--- src/rtl/alu_pkg.sv ---
// ============================================================================
//  Module      : alu_pkg
//  Description : Shared function codes, FSM state type and helpers for the
//                sequenced 64-bit ALU wrapper.
//  Revision    : 1.0 - initial release
// ============================================================================
`default_nettype none

package alu_pkg;

    localparam logic [5:0] CTL_ADD = 6'd32;
    localparam logic [5:0] CTL_SUB = 6'd34;
    localparam logic [5:0] CTL_AND = 6'd36;
    localparam logic [5:0] CTL_OR  = 6'd37;
    localparam logic [5:0] CTL_SLT = 6'd42;

    typedef enum logic [1:0] {
        ST_IDLE = 2'd0,
        ST_LO   = 2'd1,
        ST_HI   = 2'd2,
        ST_DONE = 2'd3
    } state_t;

    function automatic logic ctl_supported(input logic [5:0] ctl);
        return (ctl == CTL_ADD) || (ctl == CTL_SUB) ||
               (ctl == CTL_AND) || (ctl == CTL_OR);
    endfunction

endpackage

`default_nettype wire

--- src/rtl/alu_wide_seq_if.sv ---
// ============================================================================
//  Module      : alu_wide_seq_if
//  Description : Request/response bus of the sequenced 64-bit ALU.
//                out_ovf exists only when ALU_WIDE_OVF_EN is defined.
//  Revision    : 1.0 - initial release
// ============================================================================
`default_nettype none

interface alu_wide_seq_if;

    logic        in_valid;
    logic        in_ready;
    logic [5:0]  in_ctl;
    logic [63:0] in_a;
    logic [63:0] in_b;
    logic        out_valid;
    logic        out_ready;
    logic [63:0] out_result;
    logic        out_carry;
    logic        out_err;
`ifdef ALU_WIDE_OVF_EN
    logic        out_ovf;
`endif

    modport master (
        output in_valid, in_ctl, in_a, in_b, out_ready,
`ifdef ALU_WIDE_OVF_EN
        input  out_ovf,
`endif
        input  in_ready, out_valid, out_result, out_carry, out_err
    );

    modport slave (
        input  in_valid, in_ctl, in_a, in_b, out_ready,
`ifdef ALU_WIDE_OVF_EN
        output out_ovf,
`endif
        output in_ready, out_valid, out_result, out_carry, out_err
    );

endinterface

`default_nettype wire

--- src/rtl/alu_wide_seq.sv ---
// ============================================================================
//  Module      : alu_wide_seq
//  Description : Runs 64-bit add/sub/and/or as two passes (low then high half)
//                through an external 32-bit ALU. Optional signed-overflow
//                output enabled by macro ALU_WIDE_OVF_EN.
//  Revision    : 1.0 - initial release
// ============================================================================
`default_nettype none

module alu_wide_seq
    import alu_pkg::*;
(
    input  logic                 clk,
    input  logic                 rst,
    alu_wide_seq_if.slave        bus,
    output logic [5:0]           alu_ctl,
    output logic [31:0]          alu_a,
    output logic [31:0]          alu_b,
    output logic                 alu_cin,
    input  logic [31:0]          alu_result,
    input  logic                 alu_carry
);

    state_t      r_state;
    state_t      w_state_nxt;
    logic [5:0]  r_ctl;
    logic [63:0] r_a;
    logic [63:0] r_b;
    logic [63:0] r_res;
    logic        r_c_lo;
    logic        r_carry;
    logic        r_err;
    logic        w_accept;
    logic        w_arith;

    assign w_accept = (r_state == ST_IDLE) && bus.in_valid;
    assign w_arith  = (r_ctl == CTL_ADD) || (r_ctl == CTL_SUB);

    always_ff @(posedge clk or posedge rst) begin
        if (rst) begin
            r_state <= ST_IDLE;
        end else begin
            r_state <= w_state_nxt;
        end
    end

    always_comb begin
        w_state_nxt = r_state;
        case (r_state)
            ST_IDLE: if (bus.in_valid) begin
                w_state_nxt = ctl_supported(bus.in_ctl) ? ST_LO : ST_DONE;
            end
            ST_LO:   w_state_nxt = ST_HI;
            ST_HI:   w_state_nxt = ST_DONE;
            ST_DONE: if (bus.out_ready) begin
                w_state_nxt = ST_IDLE;
            end
            default: w_state_nxt = ST_IDLE;
        endcase
    end

    // The ALU sees zeros outside LO/HI so idle cycles never toggle it.
    always_comb begin
        alu_ctl = '0;
        alu_a   = '0;
        alu_b   = '0;
        alu_cin = 1'b0;
        case (r_state)
            ST_LO: begin
                alu_ctl = r_ctl;
                alu_a   = r_a[31:0];
                alu_b   = r_b[31:0];
                alu_cin = (r_ctl == CTL_SUB);
            end
            ST_HI: begin
                alu_ctl = r_ctl;
                alu_a   = r_a[63:32];
                alu_b   = r_b[63:32];
                alu_cin = w_arith ? r_c_lo : 1'b0;
            end
            default: ;
        endcase
    end

    always_ff @(posedge clk or posedge rst) begin
        if (rst) begin
            r_ctl   <= '0;
            r_a     <= '0;
            r_b     <= '0;
            r_res   <= '0;
            r_c_lo  <= 1'b0;
            r_carry <= 1'b0;
            r_err   <= 1'b0;
        end else begin
            case (r_state)
                ST_IDLE: if (w_accept) begin
                    r_ctl   <= bus.in_ctl;
                    r_a     <= bus.in_a;
                    r_b     <= bus.in_b;
                    r_res   <= '0;
                    r_c_lo  <= 1'b0;
                    r_carry <= 1'b0;
                    r_err   <= ~ctl_supported(bus.in_ctl);
                end
                ST_LO: begin
                    r_res[31:0] <= alu_result;
                    r_c_lo      <= alu_carry;
                end
                ST_HI: begin
                    r_res[63:32] <= alu_result;
                    r_carry      <= alu_carry;
                end
                default: ;
            endcase
        end
    end

`ifdef ALU_WIDE_OVF_EN
    logic r_ovf;
    logic w_ovf;

    // Sign of the result is the MSB of the high-half ALU pass.
    always_comb begin
        w_ovf = 1'b0;
        if (r_ctl == CTL_ADD) begin
            w_ovf = (r_a[63] == r_b[63]) && (alu_result[31] != r_a[63]);
        end else if (r_ctl == CTL_SUB) begin
            w_ovf = (r_a[63] != r_b[63]) && (alu_result[31] != r_a[63]);
        end
    end

    always_ff @(posedge clk or posedge rst) begin
        if (rst) begin
            r_ovf <= 1'b0;
        end else if (w_accept) begin
            r_ovf <= 1'b0;
        end else if (r_state == ST_HI) begin
            r_ovf <= w_ovf;
        end
    end

    assign bus.out_ovf = r_ovf;
`endif

    assign bus.in_ready   = (r_state == ST_IDLE);
    assign bus.out_valid  = (r_state == ST_DONE);
    assign bus.out_result = r_res;
    assign bus.out_carry  = r_carry;
    assign bus.out_err    = r_err;

endmodule

`default_nettype wire
--- src/flat_wrapper.sv ---
// flat-port wrapper written by rule: the top's interface ports become plain ports
module alu_wide_seq_flat import alu_pkg::*;
  (clk, rst, alu_ctl, alu_a, alu_b, alu_cin, alu_result, alu_carry, bus_in_valid, bus_in_ctl, bus_in_a, bus_in_b, bus_out_ready, bus_in_ready, bus_out_valid, bus_out_result, bus_out_carry, bus_out_err);
  alu_wide_seq_if bus_i ();
  input  logic clk;
  input  logic rst;
  output logic [5:0] alu_ctl;
  output logic [31:0] alu_a;
  output logic [31:0] alu_b;
  output logic alu_cin;
  input  logic [31:0] alu_result;
  input  logic alu_carry;
  input wire logic [$bits(bus_i.in_valid)-1:0] bus_in_valid;
  input wire logic [$bits(bus_i.in_ctl)-1:0] bus_in_ctl;
  input wire logic [$bits(bus_i.in_a)-1:0] bus_in_a;
  input wire logic [$bits(bus_i.in_b)-1:0] bus_in_b;
  input wire logic [$bits(bus_i.out_ready)-1:0] bus_out_ready;
  output wire logic [$bits(bus_i.in_ready)-1:0] bus_in_ready;
  output wire logic [$bits(bus_i.out_valid)-1:0] bus_out_valid;
  output wire logic [$bits(bus_i.out_result)-1:0] bus_out_result;
  output wire logic [$bits(bus_i.out_carry)-1:0] bus_out_carry;
  output wire logic [$bits(bus_i.out_err)-1:0] bus_out_err;
  assign bus_i.in_valid = bus_in_valid;
  assign bus_i.in_ctl = bus_in_ctl;
  assign bus_i.in_a = bus_in_a;
  assign bus_i.in_b = bus_in_b;
  assign bus_i.out_ready = bus_out_ready;
  assign bus_in_ready = bus_i.in_ready;
  assign bus_out_valid = bus_i.out_valid;
  assign bus_out_result = bus_i.out_result;
  assign bus_out_carry = bus_i.out_carry;
  assign bus_out_err = bus_i.out_err;
  alu_wide_seq u_core (.clk(clk), .rst(rst), .bus(bus_i), .alu_ctl(alu_ctl), .alu_a(alu_a), .alu_b(alu_b), .alu_cin(alu_cin), .alu_result(alu_result), .alu_carry(alu_carry));
endmodule
--- config.mk ---
export PLATFORM = sky130hd
export DESIGN_NAME = alu_wide_seq_flat
export DESIGN_NICKNAME = d
export VERILOG_FILES = /design/src/rtl/alu_pkg.sv /design/src/rtl/alu_wide_seq_if.sv /design/src/rtl/alu_wide_seq.sv /design/src/flat_wrapper.sv
export SDC_FILE = /design/constraint.sdc
export NUM_CORES = 1
export LEC_CHECK = 0
export BUFFER_PORTS_ARGS = -buffer_cell sky130_fd_sc_hd__buf_4
export CAP_MARGIN = 20
export CORE_UTILIZATION = 40
export DETAILED_ROUTE_END_ITERATION = 10
export PLACE_DENSITY_LB_ADDON = 0.08
export SLEW_MARGIN = 0
export SYNTH_ARGS = -nofsm -noshare
export SYNTH_HDL_FRONTEND = slang
export SYNTH_SLANG_ARGS = --single-unit
--- constraint.sdc ---
create_clock -name clk -period 6.4 [get_ports clk]
set_input_delay 1.28 -clock clk [delete_from_list [all_inputs] [get_ports clk]]
set_output_delay 1.28 -clock clk [all_outputs]
set_load 0.03 [all_outputs]
==> results of run 1 <==
## worst max-delay path, cell delays in order (launching register included)
cell and delay (ps):
sky130_fd_sc_hd__dfrtp_1 430, sky130_fd_sc_hd__inv_1 150, sky130_fd_sc_hd__ha_4 650, sky130_fd_sc_hd__buf_4 580, sky130_fd_sc_hd__a22oi_1 150, sky130_fd_sc_hd__nor2_1 180, sky130_fd_sc_hd__buf_4 180
## power by group through the flow
stage               Combinational [mW]  Sequential [mW]  Clock, mW
finish                            3.83             2.29       1.28
global route                      4.07             2.36       1.37
CTS                               3.86             2.29       1.32
detailed placement                3.86             2.29          0
global placement                  3.78             2.27          0
floorplan                         2.47             2.51          0
## how the worst min path moves through the flow
stage | startpoint | endpoint | slack [ps]
final | u_core.bus.out_result[11] | u_core.bus.out_result[11] | 490
after global routing | u_core.r_b[56] | u_core.r_b[56] | 510
after CTS | u_core.bus.out_err | u_core.bus.out_err | 500
after detailed placement | u_core.bus.out_err | u_core.bus.out_err | 480
after global placement | u_core.bus.out_err | u_core.bus.out_err | 470
after floorplan | u_core.r_ctl[5] | u_core.r_ctl[5] | 470
## sequential cells by signal, indices dropped and copies added, names as in the netlist
register	count
u_core.r_ctl	6
u_core.r_c_lo	1
u_core.r_b	64
u_core.bus.out_err	1
u_core.r_a	64
u_core.bus.out_carry	1
u_core.r_state	2
u_core.bus.out_result	64
## cells by family after synthesis
family,after synthesis,synth area share [%]
AO/OA/AOI/OAI,151,13.5
adder cells (fa/ha/maj),4,0.548
buffers and inverters,62,4.46
flip-flops,203,55.6
multiplexers,146,22.3
AND/OR/NAND/NOR,80,3.70
## routing by layer
layer	vias up	GRT usage [%]	part of all wire [%]
met3	40	6.15	8.1
met1	3317	27.1	42
li1	2968	-	-
met5	-	0	0
met4	0	6.06	2.5
met2	256	32.7	47
## cells in the mapped netlist
| library cell | count |
|---|---|
| sky130_fd_sc_hd__a21o_1 | 1 |
| sky130_fd_sc_hd__a31oi_1 | 1 |
| sky130_fd_sc_hd__nand2b_2 | 1 |
| sky130_fd_sc_hd__a22oi_1 | 76 |
| sky130_fd_sc_hd__nor4_1 | 1 |
| sky130_fd_sc_hd__and2_1 | 7 |
| sky130_fd_sc_hd__dfrtp_1 | 203 |
| sky130_fd_sc_hd__nor2b_1 | 2 |
| sky130_fd_sc_hd__ha_1 | 4 |
| sky130_fd_sc_hd__mux2_4 | 108 |
| sky130_fd_sc_hd__a32o_1 | 44 |
| sky130_fd_sc_hd__mux2_2 | 26 |
| sky130_fd_sc_hd__o311ai_0 | 1 |
| sky130_fd_sc_hd__a22o_1 | 11 |
| sky130_fd_sc_hd__buf_4 | 5 |
| sky130_fd_sc_hd__nor2_1 | 66 |
| sky130_fd_sc_hd__nand2_1 | 1 |
| sky130_fd_sc_hd__and2_4 | 1 |
| sky130_fd_sc_hd__inv_1 | 4 |
| sky130_fd_sc_hd__a311o_1 | 1 |
| sky130_fd_sc_hd__o21ai_0 | 13 |
| sky130_fd_sc_hd__o21ai_2 | 2 |
| sky130_fd_sc_hd__clkbuf_1 | 13 |
| sky130_fd_sc_hd__o31a_1 | 1 |
| sky130_fd_sc_hd__buf_2 | 23 |
| sky130_fd_sc_hd__mux2i_1 | 12 |
| sky130_fd_sc_hd__nand2_2 | 1 |
| sky130_fd_sc_hd__buf_6 | 17 |
## cell type report
| class | count | area [µm²] | area share, % |
|---|---|---|---|
| clock buffer | 32 | 659 | 5.36 |
| clock inverter | 10 | 86.3 | 0.702 |
| inverter | 4 | 18.8 | 0.153 |
| multi-input combinational | 381 | 3690 | 30.0 |
| sequential | 203 | 5080 | 41.3 |
| tap | 280 | 350 | 2.85 |
| timing repair buffer | 316 | 2400 | 19.6 |
## stage by stage
step,hold WS [ps],setup slack (ps),utilization [%]
2_1_floorplan,474,2490,-
3_3_place_gp,466,2860,52.1
3_5_place_dp,483,2780,52.1
4_1_cts,498,2220,55.5
5_1_grt,512,2040,55.6
6_report,492,2270,55.6
==> impl_summary.md, run 1 <==
Run status
The flow ran to the end, and the final reports show no timing, DRC or antenna violations.

STA
The number of hold violations in the final report is 0. The total count of max-transition violations in the final report came to 0. The post-route clock skew is 11.4 ps. After routing, the total negative slack on setup checks comes to 0 ps.

For this run, the top clock speed supported by timing is 242 MHz. Setup repair after global routing left no endpoint under its margin. The worst max-slew margin expressed relative to the limit is 24.6%. At the pin with the least slew margin, the transition time is 1130 ps.

In the finished design, the share of the clock period the worst path needs comes to 64.6%. Setup violations remaining at the end of the flow were counted as 0. Subtracting the final worst setup slack from the clock period gives 4130 ps.

Critical path
The register-to-register path setup slack is 3130 ps. The most critical setup path has its startpoint at u_core.r_state[0]. STA classifies the critical path startpoint as a flop. The critical path data arrival time is 2850 ps. The reg-to-reg endpoint is u_core.r_a[2].

The depth of the most critical reg-to-reg path is 5. The biggest fanout along the worst timing path is 55. The worst endpoint required time is 5120 ps.

In this run the critical register-to-register path is launched from u_core.r_state[0]. The setup path with the least slack is of type reg2out. The endpoint class of the critical path is an output port. In this run the worst setup path terminates at alu_a[30].

Worst hold path
In this run the worst hold path is classified as reg2reg. The number of instances on the worst hold path is 1.

Die
The width of the chip is 153 µm. The number of top-level pins is 310. The starting density of the core is 41.4%. The area enclosed by the die boundary is 0.0235 mm². The height of the die is 153 µm.

The core region is 0.0221 mm². Row generation in the floorplan step produced 54 rows.

Finish
The post-layout instance area is 0.0123 mm². 0 antenna diodes ended up in the layout. The net count reported at finish is 1104.

The library cells used most frequently in the layout, excluding fill and tap cells, are 314 x sky130_fd_sc_hd__buf_4, 203 x sky130_fd_sc_hd__dfrtp_1, 108 x sky130_fd_sc_hd__mux2_4, 76 x sky130_fd_sc_hd__a22oi_1, 66 x sky130_fd_sc_hd__nor2_1. The library cell used most frequently in the layout, excluding fill and tap cells, is sky130_fd_sc_hd__buf_4. Cells with a size suffix above 1 make up 52.5% of the layout. Counting the fill cells in the layout gives 1863. The area growth from synthesis to layout is 34.5%. The filler-free cell count of the finished design is 1226.

Pwr
The worst vdd rail ir drop is 0.326 mV. Summed over all nets, the switching power comes to 3.03 mW. The share of total power in combinational logic is 51.8%.

The power per standard cell area is 602 mW/mm². The fraction of power spent switching nets is 40.9%. For this design the static power due to leakage is 6.08 nW.

Of the total power, registers draw 31.0%. The clock share of power is 17.3%. The internal portion of the total power is 4.38 mW. The completed layout was analyzed and its total power is 7.40 mW.

CTS
For the worst-skew pair, the clock arrives at the later sink with an insertion delay of 500 ps. CTS placed an instance of sky130_fd_sc_hd__clkbuf_16 at the clock tree root. The count of instances resized after the clock tree is built is 0. The longest clock path from root to sink contains 3 buffers.

In this run the post-CTS setup repair buffer count came out at 0. The number of clock sinks is 203. The number of clock buffers added by TritonCTS is 23. The number of hold-repair buffers added at the cts stage is 0. The clock tree from TritonCTS is done. The count of H-tree levels built during CTS is 1.

The clock-pin slew of the registers on the worst-case setup and hold paths is 60 ps.

Routing
In the routed layout, each cell is associated on average with a via count of 5.37. The count of antenna-violating nets left after detailed routing is 0. For this block, the initial DRC count from the detailed router was 310. The DRC violation count after routing is 0. After detailed routing, the average wire length per cell comes to 20.0 µm. The detailed-route via count is 6581. The first TritonRoute pass finished after 5 iterations.

After detailed routing, the total wire length is 24.5 mm.

Global routing
The initial antenna violation count is 0. The number of global-route vias before repair is 6896. The total congestion overflow after global routing is 0.

The total global-route track usage is 20.6%. The first global-routing pass estimated 38.7 mm of wire. The pin count of the biggest net entering global routing is 117.

Synthesis
The count of cell types in the netlist is 28. After synthesis, the cell types taking the most area are sky130_fd_sc_hd__dfrtp_1 56%, sky130_fd_sc_hd__mux2_4 18%, sky130_fd_sc_hd__a22oi_1 6.2%, sky130_fd_sc_hd__a32o_1 4.8%, sky130_fd_sc_hd__mux2_2 3.2%. Synthesis produced 646 cells.

The sequential area share after synthesis is 55.6%. The net count of the mapped netlist is 821. The mapped cell area is 0.00914 mm². The synthesized area per cell is 14.2 µm².

Yosys printed 0 warnings. Summed over all instances, the cell type with the most area after synthesis is sky130_fd_sc_hd__dfrtp_1. The top cell type's share of synthesized area is 55.6%. The synthesized design contains 203 register bits.

Place
During placement, the flow inserted port buffers numbering 309. The number of cells after detailed placement is 1183. Summing all placed instances gives a cell area of 0.0115 mm². The HPWL after detailed placement is 16.6 mm. The weighted congestion reported at the end of routability-driven placement is 0.801.

Flow run
The max-capacitance violation count is 0.
Power figures use the tool's default switching activity.
==> run 2, diff against run 1 <==
==> constraint.sdc (replaced) <==
create_clock -name clk -period 4.1 [get_ports clk]
set_input_delay 0.82 -clock clk [delete_from_list [all_inputs] [get_ports clk]]
set_output_delay 0.82 -clock clk [all_outputs]
set_load 0.03 [all_outputs]
==> run 2 against run 1 <==
  * Die area unchanged
  * Routed wire length up 0.85%
  * Sequential power rose by 55%
  * Clock power grew 55%
  * First-iteration DRC count increased by 15%
  * Via count grew 0.68%
  * Global-route usage increased by 0.26 points
  * Hold slack worse by 43 ps
  * Non-clock buffer count grew 3
  * Critical endpoint is now alu_b[28]
  * Highest routed layer unchanged
==> impl_summary.md, run 2 (synthesis results as in run 1) <==
Critical path
The worst register-to-register path ends at u_core.r_b[37]. The critical path data arrival time is 2520 ps (-330 ps). The last element of the critical path is alu_b[28]. STA classifies the critical path endpoint as an output port.

The kind of critical path is reg2out. The origin of the critical flop-to-flop path is u_core.r_state[0]. The nature of the critical path startpoint is a flop.

The depth of the most critical reg-to-reg path is 5 (unchanged). The timing startpoint of the critical path is u_core.r_state[1]. The register-to-register path setup slack is 1170 ps (-1960 ps). The worst endpoint required time is 3280 ps (-1840 ps).

The biggest fanout along the worst timing path was 72 (+31%).

STA
The smallest setup slack after layout is 758 ps (-1510 ps). The final-layout setup total negative slack is 0 ps (unchanged). The worst max-slew margin expressed relative to the limit came to 33.8% (+9.2 points). Derived from the worst setup path, the maximum achievable clock frequency is 299 MHz. Of the available clock period, the critical path in the final layout requires 81.5%. The post-route clock skew is 8.00 ps (-3.36 ps). The minimum period implied by the final worst setup slack is 3340 ps. The total count of max-transition violations in the final report is 0 (unchanged). Setup repair after global routing left no endpoint under its margin. The measured slew at the worst slew-check pin is 993 ps (-139 ps).

The smallest hold slack is 450 ps (-42.6 ps). The number of hold violations in the final report came to 0 (unchanged). The total setup violations reported at the end of the flow was 0 (unchanged).

Pwr
The fraction of power spent switching nets is 41.0% (+0.12 points). The worst vdd rail ir drop is 0.440 mV (+35%). The proportion of power drawn by flip-flops and latches came to 30.7% (-0.3 points). The share of total power in combinational logic is 52.2% (+0.4 points). The switching component of the power is 4.75 mW (+57%).

The clock share of power is 17.1% (-0.2 points). The internal power of the cells is 6.84 mW (+56%). The post-route total power is 11.6 mW (+57%).

The power per standard cell area is 942 mW/mm² (+56%). The standby leakage power came to 6.09 nW (+0.19%).

Die
The core box area came to 0.0221 mm² (unchanged). The number of placement rows was 54 (unchanged). The width of the chip is 153 µm (unchanged). The area enclosed by the die boundary is 0.0235 mm² (unchanged). The height of the die is 153 µm (unchanged). The number of top-level pins is 310 (unchanged). The starting density of the core is 41.4% (unchanged).

Finish
The filler-free cell count of the finished design is 1227 (+0.082%). The count of antenna diodes in the layout is 0 (unchanged). The flip-flop and latch area was 0.00508 mm² (unchanged). The fraction of layout instances using a drive strength above 1 is 52.7% (+0.16 points). The multi-input logic area came to 0.00369 mm² (unchanged). In the layout the commonest cells are 316 x sky130_fd_sc_hd__buf_4, 203 x sky130_fd_sc_hd__dfrtp_1, 108 x sky130_fd_sc_hd__mux2_4, 76 x sky130_fd_sc_hd__a22oi_1, 66 x sky130_fd_sc_hd__nor2_1. The post-synthesis to final-layout area growth is 34.6%. The net count reported at finish is 1107 (+0.27%). The most common cell after layout, fill and taps aside is sky130_fd_sc_hd__buf_4.

The count of fill cells added during filler insertion was 1843 (-1.1%).

CTS
The number of hold-repair buffers added at the cts stage is 0 (unchanged). The clock root buffer is sky130_fd_sc_hd__clkbuf_16. The count of H-tree levels built during CTS is 1 (unchanged). The clock insertion delay at the later pin of the skew report is 490 ps (about the same). The number of clock sinks is 203 (unchanged).

TritonCTS built the clock tree. The number of buffers on the longest clock path is 3 (unchanged). The setup fix buffers added after clock tree synthesis is 0 (unchanged). The TritonCTS buffer count is 23 (unchanged).

The count of instances resized after the clock tree is built is 0 (unchanged). The clock-pin slew of the registers on the worst-case setup and hold paths is 60 ps (about the same).

Routing
The count of antenna-violating nets left after detailed routing was 0 (unchanged). The average routed wire per standard cell is 20.1 µm (+0.77%). The final wirelength is 24.7 mm (+0.85%).

The via density per instance is 5.40 (+0.60%). The number of optimization iterations in the first detailed-route pass is 5 (unchanged). The DRC violation count after routing was 0 (unchanged). The detailed-route via count came to 6626 (+0.68%). The violation count after the first detailed-routing iteration was 357 (+15%).

Place
The placed wire-length estimate is 16.5 mm (-0.53%). The weighted congestion reported at the end of routability-driven placement is 0.783 (-2.2%). The number of port buffers is 309 (unchanged). The number of cells after detailed placement is 1187 (+0.34%). The pre-CTS setup slack is 1150 ps (-1630 ps).

Worst hold path
The worst min-delay path class is in2async.

Global routing
The total global-route track usage came to 20.8% (+0.26 points). The initial antenna violation count is 0 (unchanged). The total congestion overflow after global routing came to 0 (unchanged). The pin count of the biggest net entering global routing came to 122 (+4.3%). The number of global-route vias before repair is 7022 (+1.8%). The wire length of the first global-routing pass was 39.0 mm (+0.80%).

Run status
The run finished with clean final reports.

Flow run
The max-capacitance violation count is 0 (unchanged).
==> run 2: cell count changes in the layout (fill, tap and decap cells not counted) <==
cell	before	now
sky130_fd_sc_hd__buf_12	1	3
sky130_fd_sc_hd__buf_4	314	316
sky130_fd_sc_hd__buf_16	1	0
sky130_fd_sc_hd__clkbuf_1	4	3
sky130_fd_sc_hd__inv_6	1	0
==> run 2: through the flow <==
| stage | cell area (µm²) | util (%) |
|---|---|---|
| after floorplan | 9150 | - |
| after global placement | 11600 | 52.4 |
| after detailed placement | 11600 | 52.4 |
| after CTS | 12300 | 55.7 |
| after global routing | 12300 | 55.7 |
| final | 12300 | 55.7 |
==> run 2: power groups by stage <==
stage,combinational [mW],sequential [mW],clock (mW)
after global placement,5.98,3.52,0
after detailed placement,6.10,3.56,0
after floorplan,3.85,3.91,0
after global routing,6.42,3.67,2.13
after CTS,6.11,3.55,2.04
final,6.05,3.56,1.98
==> run 2: how the worst min path moves through the flow <==
stage	startpoint	to	slack [ps]	cells after the start
after floorplan	u_core.r_ctl[5]	u_core.r_ctl[5]	470	1
after global placement	u_core.bus.out_err	u_core.bus.out_err	470	1
after detailed placement	u_core.bus.out_result[3]	u_core.bus.out_result[3]	480	1
after CTS	rst	u_core.r_b[21]	480	3
after global routing	rst	u_core.r_b[21]	500	3
final	rst	u_core.r_b[21]	450	3
==> run 2: worst max-delay path, stage by stage (launching register included) <==
cell,delay [ps]
sky130_fd_sc_hd__dfrtp_1,440
sky130_fd_sc_hd__inv_1,140
sky130_fd_sc_hd__ha_4,730
sky130_fd_sc_hd__a22oi_1,210
sky130_fd_sc_hd__nor2_1,220
sky130_fd_sc_hd__buf_4,190
==> run 2: layer usage <==
layer / part of all wire, % / global-route usage, % / wire length (µm) / vias to the layer above
li1: - / - / - / 2966
met1: 43 / 27.6 / 10700 / 3332
met2: 47 / 33.7 / 11600 / 290
met3: 7.3 / 4.91 / 1800 / 38
met4: 2.3 / 6.64 / 561 / 0
met5: 0 / 0 / 0 / -
==> run 2: layout make-up <==
class                           count  area share [%]
Multi-Input combinational cell    381            30.0
Sequential cell                   203            41.3
Clock buffer                       31            5.33
Clock inverter                      9           0.630
Tap cell                          280            2.85
Inverter                            4           0.153
Timing Repair Buffer              319            19.8
